<file path="config.mk">
export PLATFORM = sky130hd
export DESIGN_NAME = audio_fir_decim
export DESIGN_NICKNAME = d
export VERILOG_FILES = /design/src/rtl/audio_pkg.sv /design/src/rtl/sample_shift_reg.sv /design/src/rtl/audio_fir_decim.sv
export SDC_FILE = /design/constraint.sdc
export NUM_CORES = 2
export LEC_CHECK = 0
export ABC_AREA = 1
export CORE_UTILIZATION = 45
export CTS_BUF_LIST = sky130_fd_sc_hd__clkbuf_2 sky130_fd_sc_hd__clkbuf_4 sky130_fd_sc_hd__clkbuf_8
export DETAILED_ROUTE_END_ITERATION = 7
export RECOVER_POWER = 50
export SLEW_MARGIN = 30
export SYNTH_ARGS = -nofsm -noshare
export SYNTH_HDL_FRONTEND = slang
export SYNTH_SLANG_ARGS = --single-unit
</file>
<file path="constraint.sdc">
create_clock -name clock -period 42.7 [get_ports clock]
set_input_delay 8.54 -clock clock [delete_from_list [all_inputs] [get_ports clock]]
set_output_delay 8.54 -clock clock [all_outputs]
set_load 0.01 [all_outputs]
</file>
<file path="src/rtl/audio_pkg.sv">
// Shared audio-path definitions: low-pass coefficients, volume level, dequantize and FIR states.
// AUDIO_FIR_VOLUME_EN adds the StVolume state used by audio_fir_decim.
package audio_pkg;

    localparam int unsigned AUDIO_DATA_SIZE = 32;
    localparam int unsigned AUDIO_QUANT     = 10;
    localparam int unsigned AUDIO_LPR_TAPS  = 32;

    // Q10 gain applied after the MAC when the volume stage is built in (2048 = x2.0).
    localparam logic signed [AUDIO_DATA_SIZE-1:0] VOLUME_LEVEL = 32'sd2048;

    // Symmetric Q10 low-pass taps; tap 0 sits in the least-significant word.
    localparam logic [AUDIO_LPR_TAPS*AUDIO_DATA_SIZE-1:0] AUDIO_LPR_COEFFS = {
        -32'sd1,  -32'sd2,  -32'sd3,  -32'sd3,  32'sd0,   32'sd5,   32'sd11,  32'sd15,
        32'sd13,  32'sd3,   -32'sd13, -32'sd28, -32'sd30, -32'sd10, 32'sd36,  32'sd98,
        32'sd98,  32'sd36,  -32'sd10, -32'sd30, -32'sd28, -32'sd13, 32'sd3,   32'sd13,
        32'sd15,  32'sd11,  32'sd5,   32'sd0,   -32'sd3,  -32'sd3,  -32'sd2,  -32'sd1
    };

    // Signed dequantize, truncating toward zero rather than toward minus infinity.
    function automatic logic signed [63:0] dequantize(input logic signed [63:0] v,
                                                      input int unsigned      q);
        if (v < 0) begin
            return -((-v) >>> q);
        end
        return v >>> q;
    endfunction

`ifdef AUDIO_FIR_VOLUME_EN
    typedef enum logic [1:0] {StLoad, StMac, StWrite, StVolume} fir_state_e;
`else
    typedef enum logic [1:0] {StLoad, StMac, StWrite} fir_state_e;
`endif

endpackage

</file>
<file path="src/rtl/sample_shift_reg.sv">
// Tap delay line for the audio FIR: shifts din into tap 0 on shift_en and
// presents the tap selected by rd_idx.
module sample_shift_reg
    import audio_pkg::*;
#(
    parameter int unsigned DATA_SIZE = AUDIO_DATA_SIZE,
    parameter int unsigned NUM_TAPS  = AUDIO_LPR_TAPS,
    parameter int unsigned IDX_W     = $clog2(NUM_TAPS)
) (
    input  logic                        clock,
    input  logic                        reset,
    input  logic                        shift_en,
    input  logic signed [DATA_SIZE-1:0] din,
    input  logic        [IDX_W-1:0]     rd_idx,
    output logic signed [DATA_SIZE-1:0] dout
);

    logic signed [DATA_SIZE-1:0] taps_q [NUM_TAPS];

    always_ff @(posedge clock or posedge reset) begin
        if (reset) begin
            for (int i = 0; i < int'(NUM_TAPS); i++) begin
                taps_q[i] <= '0;
            end
        end else if (shift_en) begin
            taps_q[0] <= din;
            for (int i = 1; i < int'(NUM_TAPS); i++) begin
                taps_q[i] <= taps_q[i-1];
            end
        end
    end

    assign dout = taps_q[rd_idx];

endmodule

</file>
<file path="src/rtl/audio_fir_decim.sv">
// Decimating real FIR low-pass: pops DECIM samples, runs a one-tap-per-cycle MAC, writes one sample.
// Define AUDIO_FIR_VOLUME_EN to add a one-cycle VOLUME_LEVEL gain stage after the MAC.
module audio_fir_decim
    import audio_pkg::*;
#(
    parameter int unsigned                     DATA_SIZE = AUDIO_DATA_SIZE,
    parameter int unsigned                     NUM_TAPS  = AUDIO_LPR_TAPS,
    parameter int unsigned                     DECIM     = 8,
    parameter int unsigned                     QUANT     = AUDIO_QUANT,
    parameter logic [NUM_TAPS*DATA_SIZE-1:0]   COEFFS    = AUDIO_LPR_COEFFS
) (
    input  logic                        clock,
    input  logic                        reset,
    output logic                        in_rd_en,
    input  logic                        in_empty,
    input  logic signed [DATA_SIZE-1:0] in_din,
    output logic                        out_wr_en,
    input  logic                        out_full,
    output logic signed [DATA_SIZE-1:0] out_dout
);

    localparam int unsigned      TAP_W    = (NUM_TAPS > 1) ? $clog2(NUM_TAPS) : 1;
    localparam int unsigned      DEC_W    = (DECIM > 1) ? $clog2(DECIM) : 1;
    localparam logic [TAP_W-1:0] TAP_LAST = TAP_W'(NUM_TAPS - 1);
    localparam logic [DEC_W-1:0] DEC_LAST = DEC_W'(DECIM - 1);

    fir_state_e                  state_q;
    logic        [TAP_W-1:0]     tap_cnt_q;
    logic        [DEC_W-1:0]     decim_cnt_q;
    logic signed [DATA_SIZE-1:0] acc_q;
    logic signed [DATA_SIZE-1:0] acc_sum;
    logic signed [DATA_SIZE-1:0] coeff;
    logic signed [DATA_SIZE-1:0] tap_x;
    logic signed [DATA_SIZE-1:0] coeff_tab [NUM_TAPS];

    // Product truncated to DATA_SIZE bits before dequantize; no saturation anywhere.
    function automatic logic signed [DATA_SIZE-1:0] mul_dq(input logic signed [DATA_SIZE-1:0] a,
                                                           input logic signed [DATA_SIZE-1:0] b);
        logic signed [DATA_SIZE-1:0] prod;
        prod = DATA_SIZE'(a * b);
        return DATA_SIZE'(dequantize(64'(prod), QUANT));
    endfunction

    for (genvar i = 0; i < NUM_TAPS; i++) begin : g_coeff
        assign coeff_tab[i] = COEFFS[i*DATA_SIZE +: DATA_SIZE];
    end

    sample_shift_reg #(
        .DATA_SIZE (DATA_SIZE),
        .NUM_TAPS  (NUM_TAPS),
        .IDX_W     (TAP_W)
    ) u_delay_line (
        .clock    (clock),
        .reset    (reset),
        .shift_en (in_rd_en),
        .din      (in_din),
        .rd_idx   (tap_cnt_q),
        .dout     (tap_x)
    );

    always_comb begin
        coeff     = coeff_tab[tap_cnt_q];
        acc_sum   = acc_q + mul_dq(coeff, tap_x);
        in_rd_en  = (state_q == StLoad) && !in_empty;
        out_wr_en = (state_q == StWrite) && !out_full;
    end

`ifdef AUDIO_FIR_VOLUME_EN
    logic signed [DATA_SIZE-1:0] acc_vol;
    assign acc_vol = mul_dq(acc_q, DATA_SIZE'(VOLUME_LEVEL));
`endif

    always_ff @(posedge clock or posedge reset) begin
        if (reset) begin
            state_q     <= StLoad;
            acc_q       <= '0;
            tap_cnt_q   <= '0;
            decim_cnt_q <= '0;
            out_dout    <= '0;
        end else begin
            unique case (state_q)
                StLoad: begin
                    if (in_rd_en) begin
                        if (decim_cnt_q == DEC_LAST) begin
                            decim_cnt_q <= '0;
                            acc_q       <= '0;
                            tap_cnt_q   <= '0;
                            state_q     <= StMac;
                        end else begin
                            decim_cnt_q <= decim_cnt_q + DEC_W'(1);
                        end
                    end
                end
                StMac: begin
                    acc_q <= acc_sum;
                    if (tap_cnt_q == TAP_LAST) begin
                        tap_cnt_q <= '0;
`ifdef AUDIO_FIR_VOLUME_EN
                        state_q   <= StVolume;
`else
                        out_dout  <= acc_sum;
                        state_q   <= StWrite;
`endif
                    end else begin
                        tap_cnt_q <= tap_cnt_q + TAP_W'(1);
                    end
                end
`ifdef AUDIO_FIR_VOLUME_EN
                StVolume: begin
                    acc_q    <= acc_vol;
                    out_dout <= acc_vol;
                    state_q  <= StWrite;
                end
`endif
                StWrite: begin
                    if (!out_full) begin
                        state_q <= StLoad;
                    end
                end
                default: state_q <= StLoad;
            endcase
        end
    end

endmodule

</file>
# Word level (Yosys, flattened, before mapping)
# Memories as Yosys holds them, arrays and structs flattened.
# Cells that the tools add are included.
word_totals:
  reg_bits: 1098
  rom_bits: 1024
  in_bits: 36
  output_inout_bits: 34
  word_cells: 86
  memories: 1
op_classes:
  add_sub_neg: 5
  n_mul: 1
  n_lt_le_gt_ge: 2
  eq_ne: 8
  muxes: 21
  bitwise_logic: 1
  n_reduce_logical: 10
memory_table:
  columns: ["name", "words", "word_bits", "rd", "rd_ports_with_merged_regs", "wr", "line", "rtl"]
  rows:
  - ["(name not given)", 32, 32, 1, 0, 0, "audio_fir_decim.sv:62", "coeff = coeff_tab[tap_cnt_q];"]
ops:
  columns: ["cell", "count"]
  rows:
  - ["$mux 32", 8]
  - ["$bmux 32 s5", 1]
  - ["$pmux 32 s2", 1]
  - ["$neg 32->42", 1]
  - ["$add 32x32->32", 1]
  - ["$lt 32x1->1 const B", 1]
  - ["$mul 32x32->32", 1]
  - ["$neg 32->32", 1]
  - ["$mux 5", 3]
  - ["$pmux 5 s2", 1]
  - ["$mux 2", 4]
  - ["$ge 6x6->1 const B", 1]
  - ["$ne 2x2->1 const B", 3]
  - ["$not 5->6", 1]
  - ["$pmux 2 s3", 1]
  - ["$add 5x1->5 const B", 1]
  - ["$eq 5x5->1 const B", 1]
  - ["$reduce_and 2->1", 2]
  - ["$reduce_and 4->1", 1]
  - ["$add 3x1->3 const B", 1]
  - ["$eq 3x3->1 const B", 1]
  - ["$mux 3", 1]
  - ["$reduce_and 3->1", 1]
  - ["$eq 2x1->1 const B", 1]
  - ["other kinds (7)", 9]

# Depth between registers and ports, before layout
logic_depth:
  word_depth: 11
  ltp_mapped: 76
  ltp_nobuf: 67

# Cells and area by module
# From an unflattened synthesis, not the netlist that was laid out.
unflattened:
  hier_cells: 8586
  hier_area_um2: 66227.3
modules_own_cells:
  columns: ["module", "instances", "cells_each", "area_per_inst_um2"]
  rows:
  - ["sample_shift_reg", 1, 6169, 48502.8]
  - ["audio_fir_decim", 1, 2417, 17724.5]

# Worst setup path after synthesis
# OpenSTA, ideal clock, no wires.
synth_path:
  kind: "input to output"
  startpoint: "in in_empty"
  endpoint: "out in_rd_en"
  arrival_time_ps: 9643
  required_ps: 34160
  slack_ps: 24517
  path_stages: 4
  n_path_buf: 3
  cell_sequence: "nor2_1 clkbuf_1 clkbuf_1 clkbuf_1"
synth_between:
  elab_chain_len: 2
synth_lines:
  columns: ["element", "line", "rtl"]
  rows:
  - ["from (decl)", "audio_fir_decim.sv:15", "input logic in_empty,"]
  - ["$logic_not 1->1", "audio_fir_decim.sv:64", "in_rd_en = (state_q == StLoad) && !in_empty;"]
  - ["$logic_and 1x1->1", "audio_fir_decim.sv:64", null]
  - ["to (decl)", "audio_fir_decim.sv:14", "output logic in_rd_en,"]
# No other way between the ends.

# Worst setup path in the final report
layout_path:
  startpoint: "in in_empty"
  endpoint: "reg u_delay_line.taps_q[267] (netlist bit)"
layout_between:
  elab_chain_len: 2
layout_lines:
  columns: ["element", "line", "rtl"]
  rows:
  - ["$logic_not 1->1", "audio_fir_decim.sv:64", null]
  - ["$logic_and 1x1->1", "audio_fir_decim.sv:64", null]
  - ["to (signal, indexed assignment)", "sample_shift_reg.sv:28", "taps_q[i] <= taps_q[i-1];"]
  - ["to (decl)", "sample_shift_reg.sv:18", "logic signed [DATA_SIZE-1:0] taps_q [NUM_TAPS];"]
# No other way between the ends.
# A chain may end at the register's enable or synchronous reset.

==> summary.txt <==
CTS
  – CTS tree: done
  – Deepest clock path buffer count: 3
  – Sink Count: 1,098
  – CTS Root Cell: clkbuf_8
  – Total CTS buffers: 186
  – Hold buffers post-CTS: 0
  – Clock-pin slew on the worst setup and hold paths: 60 ps
  – Setup repair bufs after CTS: 0
  – Post-cts resize count: 0
  – Clk Latency, worst-skew pair: 880 ps
  – H-tree lvl count: 4

Cells and area
  – Nets: 8,488
  – Filler cells: 13,660
  – Final Cell Area: 69,670 um^2
  – Area Overhead vs Synth: 9.386%
  – Footprint of the multi-input gates: 30,690 um^2
  – Flip-flop and latch area: 27,490 um^2
  – Layout cells sized above 1: 0.05578

Drt
  – Vias per inst: 5.176
  – DR iter-0 viols: 4,135
  – DRT antenna net count: 0
  – Drt drc: 0
  – Vias: 51,960
  – Drt pass-1 iters: 5
  – Post-Route WL: 163.2 mm
  – Mean routed wirelength per cell: 16.26 um

Worst setup path
  – Critical path class: primary input to flip-flop
  – CP Data Required Time: 43,120 ps
  – Crit-path max FO: 237
  – Crit start category: primary input
  – Crit end category: flip-flop
  – Reg2Reg Depth: 57
  – Critical path arrival: 22,520 ps

Timing
  – Worst-Margin Slew: 9355 ps
  – Peak Freq: 0.04525 GHz
  – Clock skew: 39.40 ps
  – Setup WS post-layout: 20,600 ps
  – RSZ-0062 raised after global routing: no
  – Relative slew margins: -5.237
  – Final setup TNS: 0 ps
  – Setup violators final: 0
  – Final Hold Fails: 0
  – Min cycle time layout: 22,100 ps
  – Final Max Tran Viols: 1,867
  – Tcrit/Tclk final: 0.5176

Logic synthesis
  – Distinct cells, synth: 57
  – Top-area cell type share of the netlist area: 0.4314
  – Asr flop ratio synth: 1.000
  – Mapped Area: 63,690 um^2
  – Area leader, netlist: dfrtp_1
  – EDFF count, synth: 0
  – Synth Instances: 8,139
  – Syn_nets: 8,616
  – Seq/Total Area, Yosys: 0.4314
  – Largest cells by area after synthesis: dfrtp_1, nand2_1, o21ai_0
  – Syn Area/Cell: 7.826 um^2
  – Synth Register Bits: 1,098
  – Main synth FF type: dfrtp_1
  – Synth warn: 0

Outcome
  – Status: complete, but fails checks
  – Failing checks: capacitance limit, slew limit

Floorplanning
  – Total core area: 140,000 um^2
  – Row count: 137
  – Starting Density: 0.4548
  – Die Y: 378.2 um
  – Chip width: 378.2 um
  – Top-Level Pins: 70
  – Die Footprint: 143,000 um^2

Place
  – Post-DP HPWL: 102.6 mm
  – Dpl cell area: 65,630 um^2
  – GP Congestion: 0.8944
  – Place WS: 24,020 ps
  – Port bufs: 69

Global routing
  – Pin count of the biggest net entering global routing: 252
  – Initial antenna violation count: 1
  – Vias in the first global route: 49,950
  – First-pass GRT wire length: 268.3 mm
  – Grt ovf: 0
  – Global Route Usage Sum: 0.2328

Worst hold path
  – Worst hold path class: flip-flop to flip-flop
  – Hold Crit Depth: 2

Flow run
  – Max-cap violations: 21
==> registers in the layout (all words and copies together) (netlist names) <==
name                 cells
acc_q                   32
decim_cnt_q              3
out_dout                32
state_q                  2
tap_cnt_q                5
u_delay_line.taps_q   1024
==> synthesized netlist by cell type (3+ instances only) <==
master / count
o22ai_1: 6
buf_2: 68
nand2_1: 2462
and2_1: 4
nor4_1: 7
nor2_2: 10
dfrtp_1: 1098
nand2_2: 4
o211ai_1: 41
a211oi_1: 10
a2111o_1: 10
nand4_1: 68
nor2_1: 315
buf_1: 39
a2111oi_0: 3
inv_2: 13
xnor2_1: 23
a31o_2: 3
nand3_2: 3
o21ai_1: 9
o21ai_0: 1380
inv_1: 981
nand3b_1: 7
buf_4: 3
or2_2: 8
a32o_1: 5
a221o_1: 7
a221oi_1: 10
nor3_1: 17
clkbuf_1: 351
a21oi_1: 509
and3_1: 3
nand3_1: 155
xor2_1: 31
fa_1: 263
ha_1: 178
o31ai_1: 4
a311oi_1: 4
==> cell type report <==
cell class / count / area share
clock inverters: 22 / 0.002784
inverters: 995 / 0.05388
clock buffers: 312 / 0.05589
repair buffers: 146 / 0.01857
well taps: 1876 / 0.03369
multi-input cells: 5584 / 0.4405
flip-flops and latches: 1098 / 0.3945
diodes: 4 / 0.0001437
==> cells in the final DEF, fill, tap and decap left out, types with 34 or more instances in the layout <==
master | netlist | final
nor2_1 | 315 | 313
buf_4 | 3 | 52
ha_1 | 178 | 178
o211ai_1 | 41 | 41
inv_1 | 981 | 978
dlygate4sd3_1 | 0 | 35
a21oi_1 | 509 | 509
fa_1 | 263 | 263
nand3_1 | 155 | 155
dfrtp_1 | 1098 | 1095
clkdlybuf4s50_1 | 0 | 34
nand4_1 | 68 | 68
clkbuf_4 | 0 | 64
clkbuf_8 | 0 | 248
o21ai_0 | 1380 | 1380
nand2_1 | 2462 | 2460
==> final timing paths <==
check	slack (ps)	startpoint	end
max	20600	in_empty	u_delay_line.taps_q[267]
min	470	u_delay_line.taps_q[893]	u_delay_line.taps_q[861]
max reg2reg	28020	tap_cnt_q[1]	out_dout[31]
min reg2reg	470	u_delay_line.taps_q[893]	u_delay_line.taps_q[861]
max in group asynchronous	22020	reset	u_delay_line.taps_q[893]
min in group asynchronous	9830	reset	u_delay_line.taps_q[931]
==> per-stage QoR <==
| stage | std cells | hold WS (ps) | utilization |
|---|---|---|---|
| after floorplan | 8139 | 445.9 | - |
| after global placement | 9695 | 458.9 | 0.4685 |
| after detailed placement | 9695 | 465.4 | 0.4686 |
| after CTS | 10030 | 442.3 | 0.4978 |
| after global routing | 10030 | 483.5 | 0.4974 |
| final | 10040 | 465.5 | 0.4975 |
==> metal layers <==
layer | wire length, um | vias to the layer above | global-route usage
li1 | - | 25690 | -
met5 | 0 | - | 0
met1 | 78750 | 24940 | 0.3391
met3 | 7581 | 220 | 0.03247
met2 | 73040 | 1100 | 0.3624
met4 | 3784 | 0 | 0.06271
==> worst max-delay path, stage by stage <==
cell,delay (ps)
dlygate4sd3_1,570
nor2_1,1140
clkbuf_1,1310
clkinvlp_2,4640
clkbuf_1,4280
buf_4,1580
nand2_1,140
o21ai_0,90
==> kinds of logic (layout without fill, tap and decap cells) <==
logic type,Yosys count,in the layout,synth area share
adders and majority gates,441,441,0.1176
buffers and inverters,1457,1475,0.08750
DFF,1098,1098,0.4314
and+or+nand+nor,3070,3070,0.1900
AOI/OAI and AO/OA,2015,2015,0.1646
xor gates and xnor gates,58,58,0.008879
other,0,4,0
Power is not shown: default switching activity piles up to over one toggle a cycle in this logic, so the estimate is an artifact.
